### src/rtl/hazard_ctrl.sv
// ============================================================================
// Module   : hazard_ctrl
// Purpose  : Stall/flush controller for the five-stage MIPS pipeline.
// Revision : 1.0
// ============================================================================
`default_nettype none

module hazard_ctrl #(
  parameter int MULT_CYCLES = 5,
  parameter int DIV_CYCLES  = 10,
  parameter int CNT_W       = 16
) (
  input  logic             clk,
  input  logic             reset,
  input  logic [4:0]       rs_Id,
  input  logic [4:0]       rt_Id,
  input  logic [1:0]       tuseRs_Id,
  input  logic [1:0]       tuseRt_Id,
  input  logic [4:0]       grfWa_Ex,
  input  logic [4:0]       grfWa_Mem,
  input  logic [1:0]       tnew_Ex,
  input  logic [1:0]       tnew_Mem,
  input  logic             mdUse_Id,
  input  logic             mdStart_Ex,
  input  logic             mdIsDiv_Ex,
  input  logic             excReq_Mem,
  input  logic             eret_Mem,
  output logic             ifStall,
  output logic             idFlush,
  output logic             flush_Mem,
  output logic             mdGo,
  output logic             mdBusy,
  output logic [3:0]       mdCount,
  output logic [CNT_W-1:0] stallCnt
);

  localparam logic [0:0] IDLE = 1'b0;
  localparam logic [0:0] BUSY = 1'b1;

  localparam logic [3:0] MULT_LOAD = 4'(MULT_CYCLES);
  localparam logic [3:0] DIV_LOAD  = 4'(DIV_CYCLES);

  logic [0:0]       state_q, state_d;
  logic [3:0]       mdCount_q, mdCount_d;
  logic [CNT_W-1:0] stallCnt_q, stallCnt_d;

  logic stallRs, stallRt, dataStall, flush, stall;

  // Register 0 is hardwired to zero, so it can never carry a real dependency.
  assign stallRs = (rs_Id != 5'd0) &
                   (((rs_Id == grfWa_Ex)  & (tnew_Ex  > tuseRs_Id)) |
                    ((rs_Id == grfWa_Mem) & (tnew_Mem > tuseRs_Id)));
  assign stallRt = (rt_Id != 5'd0) &
                   (((rt_Id == grfWa_Ex)  & (tnew_Ex  > tuseRt_Id)) |
                    ((rt_Id == grfWa_Mem) & (tnew_Mem > tuseRt_Id)));
  assign dataStall = stallRs | stallRt;

  assign flush  = excReq_Mem | eret_Mem;
  assign mdGo   = mdStart_Ex & ~flush & (state_q == IDLE);
  assign mdBusy = (state_q == BUSY) | mdGo;
  assign stall  = ~flush & (dataStall | (mdUse_Id & mdBusy));

  assign ifStall   = stall;
  assign idFlush   = stall;
  assign flush_Mem = flush;
  assign mdCount   = mdCount_q;
  assign stallCnt  = stallCnt_q;

  always_comb begin
    state_d   = state_q;
    mdCount_d = mdCount_q;
    case (state_q)
      IDLE: begin
        if (mdGo) begin
          mdCount_d = mdIsDiv_Ex ? DIV_LOAD : MULT_LOAD;
          state_d   = BUSY;
        end
      end
      default: begin
        // A flush does not abort a running operation; it drains to completion.
        if (mdCount_q == 4'd1) begin
          mdCount_d = 4'd0;
          state_d   = IDLE;
        end else begin
          mdCount_d = mdCount_q - 4'd1;
        end
      end
    endcase
  end

  always_comb begin
    stallCnt_d = stallCnt_q;
    if (stall && (stallCnt_q != {CNT_W{1'b1}})) begin
      stallCnt_d = stallCnt_q + 1'b1;
    end
  end

  always_ff @(posedge clk or posedge reset) begin
    if (reset) begin
      state_q    <= IDLE;
      mdCount_q  <= 4'd0;
      stallCnt_q <= '0;
    end else begin
      state_q    <= state_d;
      mdCount_q  <= mdCount_d;
      stallCnt_q <= stallCnt_d;
    end
  end

endmodule

`default_nettype wire

### config.mk
export PLATFORM = sky130hd
export DESIGN_NAME = hazard_ctrl
export DESIGN_NICKNAME = d
export VERILOG_FILES = /design/src/rtl/hazard_ctrl.sv
export SDC_FILE = /design/constraint.sdc
export NUM_CORES = 1
export LEC_CHECK = 0
export ABC_AREA = 1
export CAP_MARGIN = 20
export CORE_MARGIN = 2
export CORE_UTILIZATION = 50
export CTS_CLUSTER_SIZE = 24
export DETAILED_ROUTE_END_ITERATION = 16
export HOLD_SLACK_MARGIN = 0.1
export PLACE_DENSITY_LB_ADDON = 0.12
export SYNTH_ARGS = -nofsm -noshare
export SYNTH_HDL_FRONTEND = slang
export SYNTH_SLANG_ARGS = --single-unit
export TNS_END_PERCENT = 10
### constraint.sdc
create_clock -name clk -period 5 [get_ports clk]
set_clock_uncertainty 0.1 [all_clocks]
set_input_delay 0.5 -clock clk [delete_from_list [all_inputs] [get_ports clk]]
set_output_delay 0.5 -clock clk [all_outputs]
set_load 0.02 [all_outputs]
Word-level counts from Yosys, hierarchy flattened
Index checks and enable logic that the tools add are counted.
- add/subtract/negate cells: 2
- $lt $le $gt $ge: 4
- eq/ne operators: 6
- muxes and demuxes: 7
- bitwise logic cells: 18
- reduce and logical (&&, ||, !) cells: 4
- operators by type and width (cell ; count):
    $eq 5x5->1 ; 4
    $add 16x1->16 const B ; 1
    $mux 4 ; 4
    $ne 16x16->1 const B ; 1
    $and 1x1->1 ; 10
    $reduce_bool 5->1 ; 2
    $gt 2x2->1 ; 4
    $or 1x1->1 ; 6
    $eq 4x1->1 const B ; 1
    $sub 4x1->4 const B ; 1
    $mux 1 ; 3
    $not 1->1 ; 2
    $reduce_bool 2->1 ; 1
    $logic_and 1x1->1 ; 1
- register bits: 21
- input bits: 35
- output and inout bits: 25
- logic and storage cells: 44

Longest topological paths before layout
- depth after elaboration: 9
- depth in mapped cells: 16
- depth with buffers taken out: 14

Worst setup path after synthesis
No wires, ideal clock.
- path kind: input to output
- start: input tuseRt_Id[1]
- end: output ifStall
- arrival: 2.038 ns
- required time: 4.400 ns
- path slack: 2.362 ns
- cell stages on the path: 16
- path buffers: 3
- cell sequence: inv_1 ha_1 nand2_1 inv_1 nor2_1 nand2_1 nor2_1 nand2_1 nand2_1 nand2_1 nand3_1 buf_4 buf_4 nand2_1 inv_1 buf_4
- word-level cells in the longest chain between the ends: 7
- elaborated cells on any way between the ends: 9
- those cells by class: 2 x order compare; 7 x bitwise
- ends and longest elaborated chain (element ; line ; source):
    start: declaration ; 18 ; input logic [1:0] tuseRt_Id,
    $gt 2x2->1, on equally long branches ; 54, 55 ;
    $and 1x1->1, on equally long branches ; 54, 55 ;
    $or 1x1->1 (*) ; 54 ; (((rt_Id == grfWa_Ex) & (tnew_Ex > tuseRt_Id)) |
    $and 1x1->1 (*) ; 53 ; assign stallRt = (rt_Id != 5'd0) &
    $or 1x1->1 (*) ; 56 ; assign dataStall = stallRs | stallRt;
    $or 1x1->1 (*) ; 61 ; assign stall = ~flush & (dataStall | (mdUse_Id & mdBusy));
    $and 1x1->1 (*) ; 61 ;
    end: declaration ; 28 ; output logic ifStall,
Mark *: on every way between the ends. The rest lies on a longest branch, timed or not.

Final worst setup path
- start: input tuseRs_Id[1]
- end: output idFlush
- word-level cells in the longest chain between the ends: 7
- elaborated cells on any way between the ends: 9
- those cells by class: 2 x order compare; 7 x bitwise
- ends and longest elaborated chain (element ; line ; source):
    start: declaration ; 17 ; input logic [1:0] tuseRs_Id,
    $gt 2x2->1, on equally long branches ; 51, 52 ;
    $and 1x1->1, on equally long branches ; 51, 52 ;
    $or 1x1->1 (*) ; 51 ; (((rs_Id == grfWa_Ex) & (tnew_Ex > tuseRs_Id)) |
    $and 1x1->1 (*) ; 50 ; assign stallRs = (rs_Id != 5'd0) &
    $or 1x1->1 (*) ; 56 ;
    $or 1x1->1 (*) ; 61 ;
    $and 1x1->1 (*) ; 61 ;
    end: declaration ; 29 ; output logic idFlush,
Marks and branches as above.

==> results.py <==
metrics = {
    "clock_network": {
        "postCtsSetupRepairBufs": 0,
        "post_cts_resize_count": 0,
        "clock_latency_ps": 260,
        "cts_hold_buf": 0,
        "max-clock-path-buffers": 2,
        "cts_htree_levels": 1,
        "clk_pin_slew_worst_paths_ps": 70,
        "cts_tree": "yes",
        "cts.sink_count": 21,
        "cts-root-buf": "sky130_fd_sc_hd__clkbuf_8",
        "cts_buffers": 3,
    },
    "run_status": {
        "run_status": "complete, no violations",
    },
    "final_layout": {
        "layout_cells_sized_above_1_pct": 4.61,
        "finish.utilization_pct": 70.0,
        "area_growth_syn_to_layout_pct": 35.5,
        "num-nets-final": 394,
        "postLayoutCellArea_sq_um": 2540,
        "number_of_inserted_diodes": 0,
    },
    "routing": {
        "finalWirelength_microns": 4310,
        "vias_per_cell": 4.87,
        "vias": 1925,
        "detailedRoute.firstPassIterationCount": 4,
        "routed_wire_length_per_instance_microns": 10.9,
        "remaining_drc_errors": 0,
        "drt_iter0_markers": 106,
        "antenna_violating_nets_post_route": 0,
    },
    "placed_design": {
        "place_congestion": 0.928,
        "detailedPlacementHpwl_microns": 3500,
        "post-place-ws_ps": 1590,
        "placedInstanceArea_sq_um": 2500,
        "portBuffers": 59,
    },
    "grt": {
        "first_global_vias": 1810,
        "grt_first_pass_wirelength_microns": 7580,
        "total_global_routing_overflow": 0,
        "groute.usage.overall_pct": 22.4,
        "grt_start_max_net_pins": 23,
        "antenna_found_initial": 0,
    },
    "sta": {
        "worst_pin_slew_ps": 815,
        "fin_crit_ps": 3410,
        "slew_headroom_pct": 45.6,
        "clock.fmax_mhz": 293,
        "minimum_setup_slack_in_the_final_design_ps": 1590,
        "slew_viol_final": 0,
        "whs_ps": 440,
        "setup_tns_final_ps": 0,
        "setup_viol": 0,
        "finalCritPeriodShare_pct": 68.3,
        "rsz_0062_raised_after_global_routing": "false",
        "hold_violations": 0,
    },
    "die": {
        "die_w_microns": 65.3,
        "die_height_microns": 65.3,
        "starting_density_pct": 51.7,
        "io_pins": 60,
        "design.core.area_sq_um": 3630,
        "number_of_cell_rows": 22,
        "design.die.area_sq_um": 4260,
    },
    "power_and_ir_drop": {
        "power_leakage_nw": 1.34,
        "powerDensity_nw_per_um2": 278,
        "vdd_drop_max_mv": 0.123,
    },
    "critical_path": {
        "worst-path-max-fanout": 20,
        "type_of_element_launching_the_critical_path": "input pin",
        "cp_data_arrival_time_ps": 2810,
        "endpoint_kind": "output pin",
        "worst-endpoint-required_ps": 4400,
        "reg2regPathDepth": 9,
        "timing.setup.critical_path_class": "input pin to output pin",
    },
    "synthesis": {
        "synth-async-reset-ratio_pct": 100,
        "syn-mean-instance-area_sq_um": 6.49,
        "netlist-cell-type-count": 24,
        "main_synth_ff_type": "sky130_fd_sc_hd__dfrtp_1",
        "post_synth_main_area_contributors": "sky130_fd_sc_hd__dfrtp_1, sky130_fd_sc_hd__nand2_1, sky130_fd_sc_hd__inv_1, sky130_fd_sc_hd__ha_1, sky130_fd_sc_hd__nand4_1",
        "synthDominantCellAreaShare_pct": 28.0,
        "synth-seq-area-share_pct": 28.0,
        "synth_warnings": 0,
        "synth_enable_flop_cells": 0,
        "postSynthRegisterBits": 21,
        "synthCells": 289,
        "syn_nets": 335,
        "netlist_area_sq_um": 1880,
        "post_synth_top_area_cell": "sky130_fd_sc_hd__dfrtp_1",
    },
    "hold_path": {
        "whs_path_depth": 2,
        "hold_class": "flip-flop to flip-flop",
    },
    "job": {
        "maxCapViolations": 0,
    },
}
-- path summary, 6_finish.rpt --
| check | from | end | slack (ps) |
|---|---|---|---|
| setup / recovery | tuseRs_Id[1] | idFlush | 1590 |
| hold / removal | stallCnt[1]$_DFFE_PP0P_ | stallCnt[1]$_DFFE_PP0P_ | 440 |
| setup reg to reg | stallCnt[0]$_DFFE_PP0P_ | stallCnt[4]$_DFFE_PP0P_ | 2990 |
| hold reg to reg | stallCnt[1]$_DFFE_PP0P_ | stallCnt[1]$_DFFE_PP0P_ | 440 |
| max in group asynchronous | reset | stallCnt[14]$_DFFE_PP0P_ | 3700 |
| min in group asynchronous | reset | stallCnt[5]$_DFFE_PP0P_ | 600 |
-- power breakdown --
part | total (mW) | leakage (nW) | internal (mW) | switching [mW]
clock network | 0.111 | 0.0255 | 0.0555 | 0.0557
registers | 0.241 | 0.278 | 0.205 | 0.0355
logic | 0.356 | 1.03 | 0.155 | 0.201
-- logic make-up after synthesis --
family | after synthesis | share of synthesized area [%]
adder cells (fa/ha/maj) | 11 | 7.33
AO/OA/AOI/OAI | 16 | 4.53
buffers and inverters | 53 | 11.7
AND/OR/NAND/NOR | 172 | 41.0
XOR/XNOR | 16 | 7.47
flip-flops | 21 | 28.0
-- Yosys cell counts, types with 3 or more instances --
cell type	number
sky130_fd_sc_hd__nor2_1	21
sky130_fd_sc_hd__nand2_1	103
sky130_fd_sc_hd__nand3_1	16
sky130_fd_sc_hd__buf_4	3
sky130_fd_sc_hd__o21ai_0	6
sky130_fd_sc_hd__xor2_1	11
sky130_fd_sc_hd__inv_1	44
sky130_fd_sc_hd__a21oi_1	8
sky130_fd_sc_hd__ha_1	11
sky130_fd_sc_hd__nand4_1	17
sky130_fd_sc_hd__xnor2_1	5
sky130_fd_sc_hd__dfrtp_1	21
sky130_fd_sc_hd__nor3_1	7
-- through the flow --
| step | cells | total power [mW] |
|---|---|---|
| after floorplan | 289 | 0.454 |
| after global placement | 391 | 0.589 |
| after detailed placement | 391 | 0.599 |
| after CTS | 395 | 0.713 |
| after global routing | 395 | 0.769 |
| final | 395 | 0.708 |
-- layer usage --
layer	vias to the layer above	global-route usage (%)	part of all wire (%)
met4	0	7.81	1.7
met1	842	28.0	47
li1	1031	-	-
met2	46	38.6	46
met3	6	4.28	4.7
met5	-	0	0
-- worst max-delay path, cell delays in order --
cell and delay [ps]:
sky130_fd_sc_hd__clkdlybuf4s50_1 450, sky130_fd_sc_hd__inv_1 60, sky130_fd_sc_hd__ha_1 310, sky130_fd_sc_hd__nand2_1 70
sky130_fd_sc_hd__o21ai_0 80, sky130_fd_sc_hd__nor2_1 110, sky130_fd_sc_hd__nand3_1 80, sky130_fd_sc_hd__nand2_1 60
sky130_fd_sc_hd__nand2_1 50, sky130_fd_sc_hd__nand3_1 80, sky130_fd_sc_hd__buf_4 230, sky130_fd_sc_hd__nand2_1 70
sky130_fd_sc_hd__inv_1 70, sky130_fd_sc_hd__clkdlybuf4s50_1 600
-- registers in the layout, summed over array words and instances, names as in the netlist --
name / cells
mdCount: 4
state_q: 1
stallCnt: 16
-- cells in the final DEF, fill, tap and decap left out, drive strengths merged --
cell type	n
nand3	18
xnor2	5
clkdlybuf4s50	59
o21ai	6
a22oi	1
clkinv	1
clkbuf	3
xor2	11
inv	46
a211oi	1
nand2	104
nor2	25
buf	2
a21oi	8
ha	11
dfrtp	21
nor3	7
nand4	18
-- layout make-up --
class	instances	area [sq um]
Tap cell	48	60.1
Multi-Input combinational cell	215	1130
Fill cell	334	1090
Clock buffer	3	41.3
Sequential cell	21	526
Timing Repair Buffer	61	606
Clock inverter	1	5.00
Inverter	46	173
(Power assumes the default switching activity.)
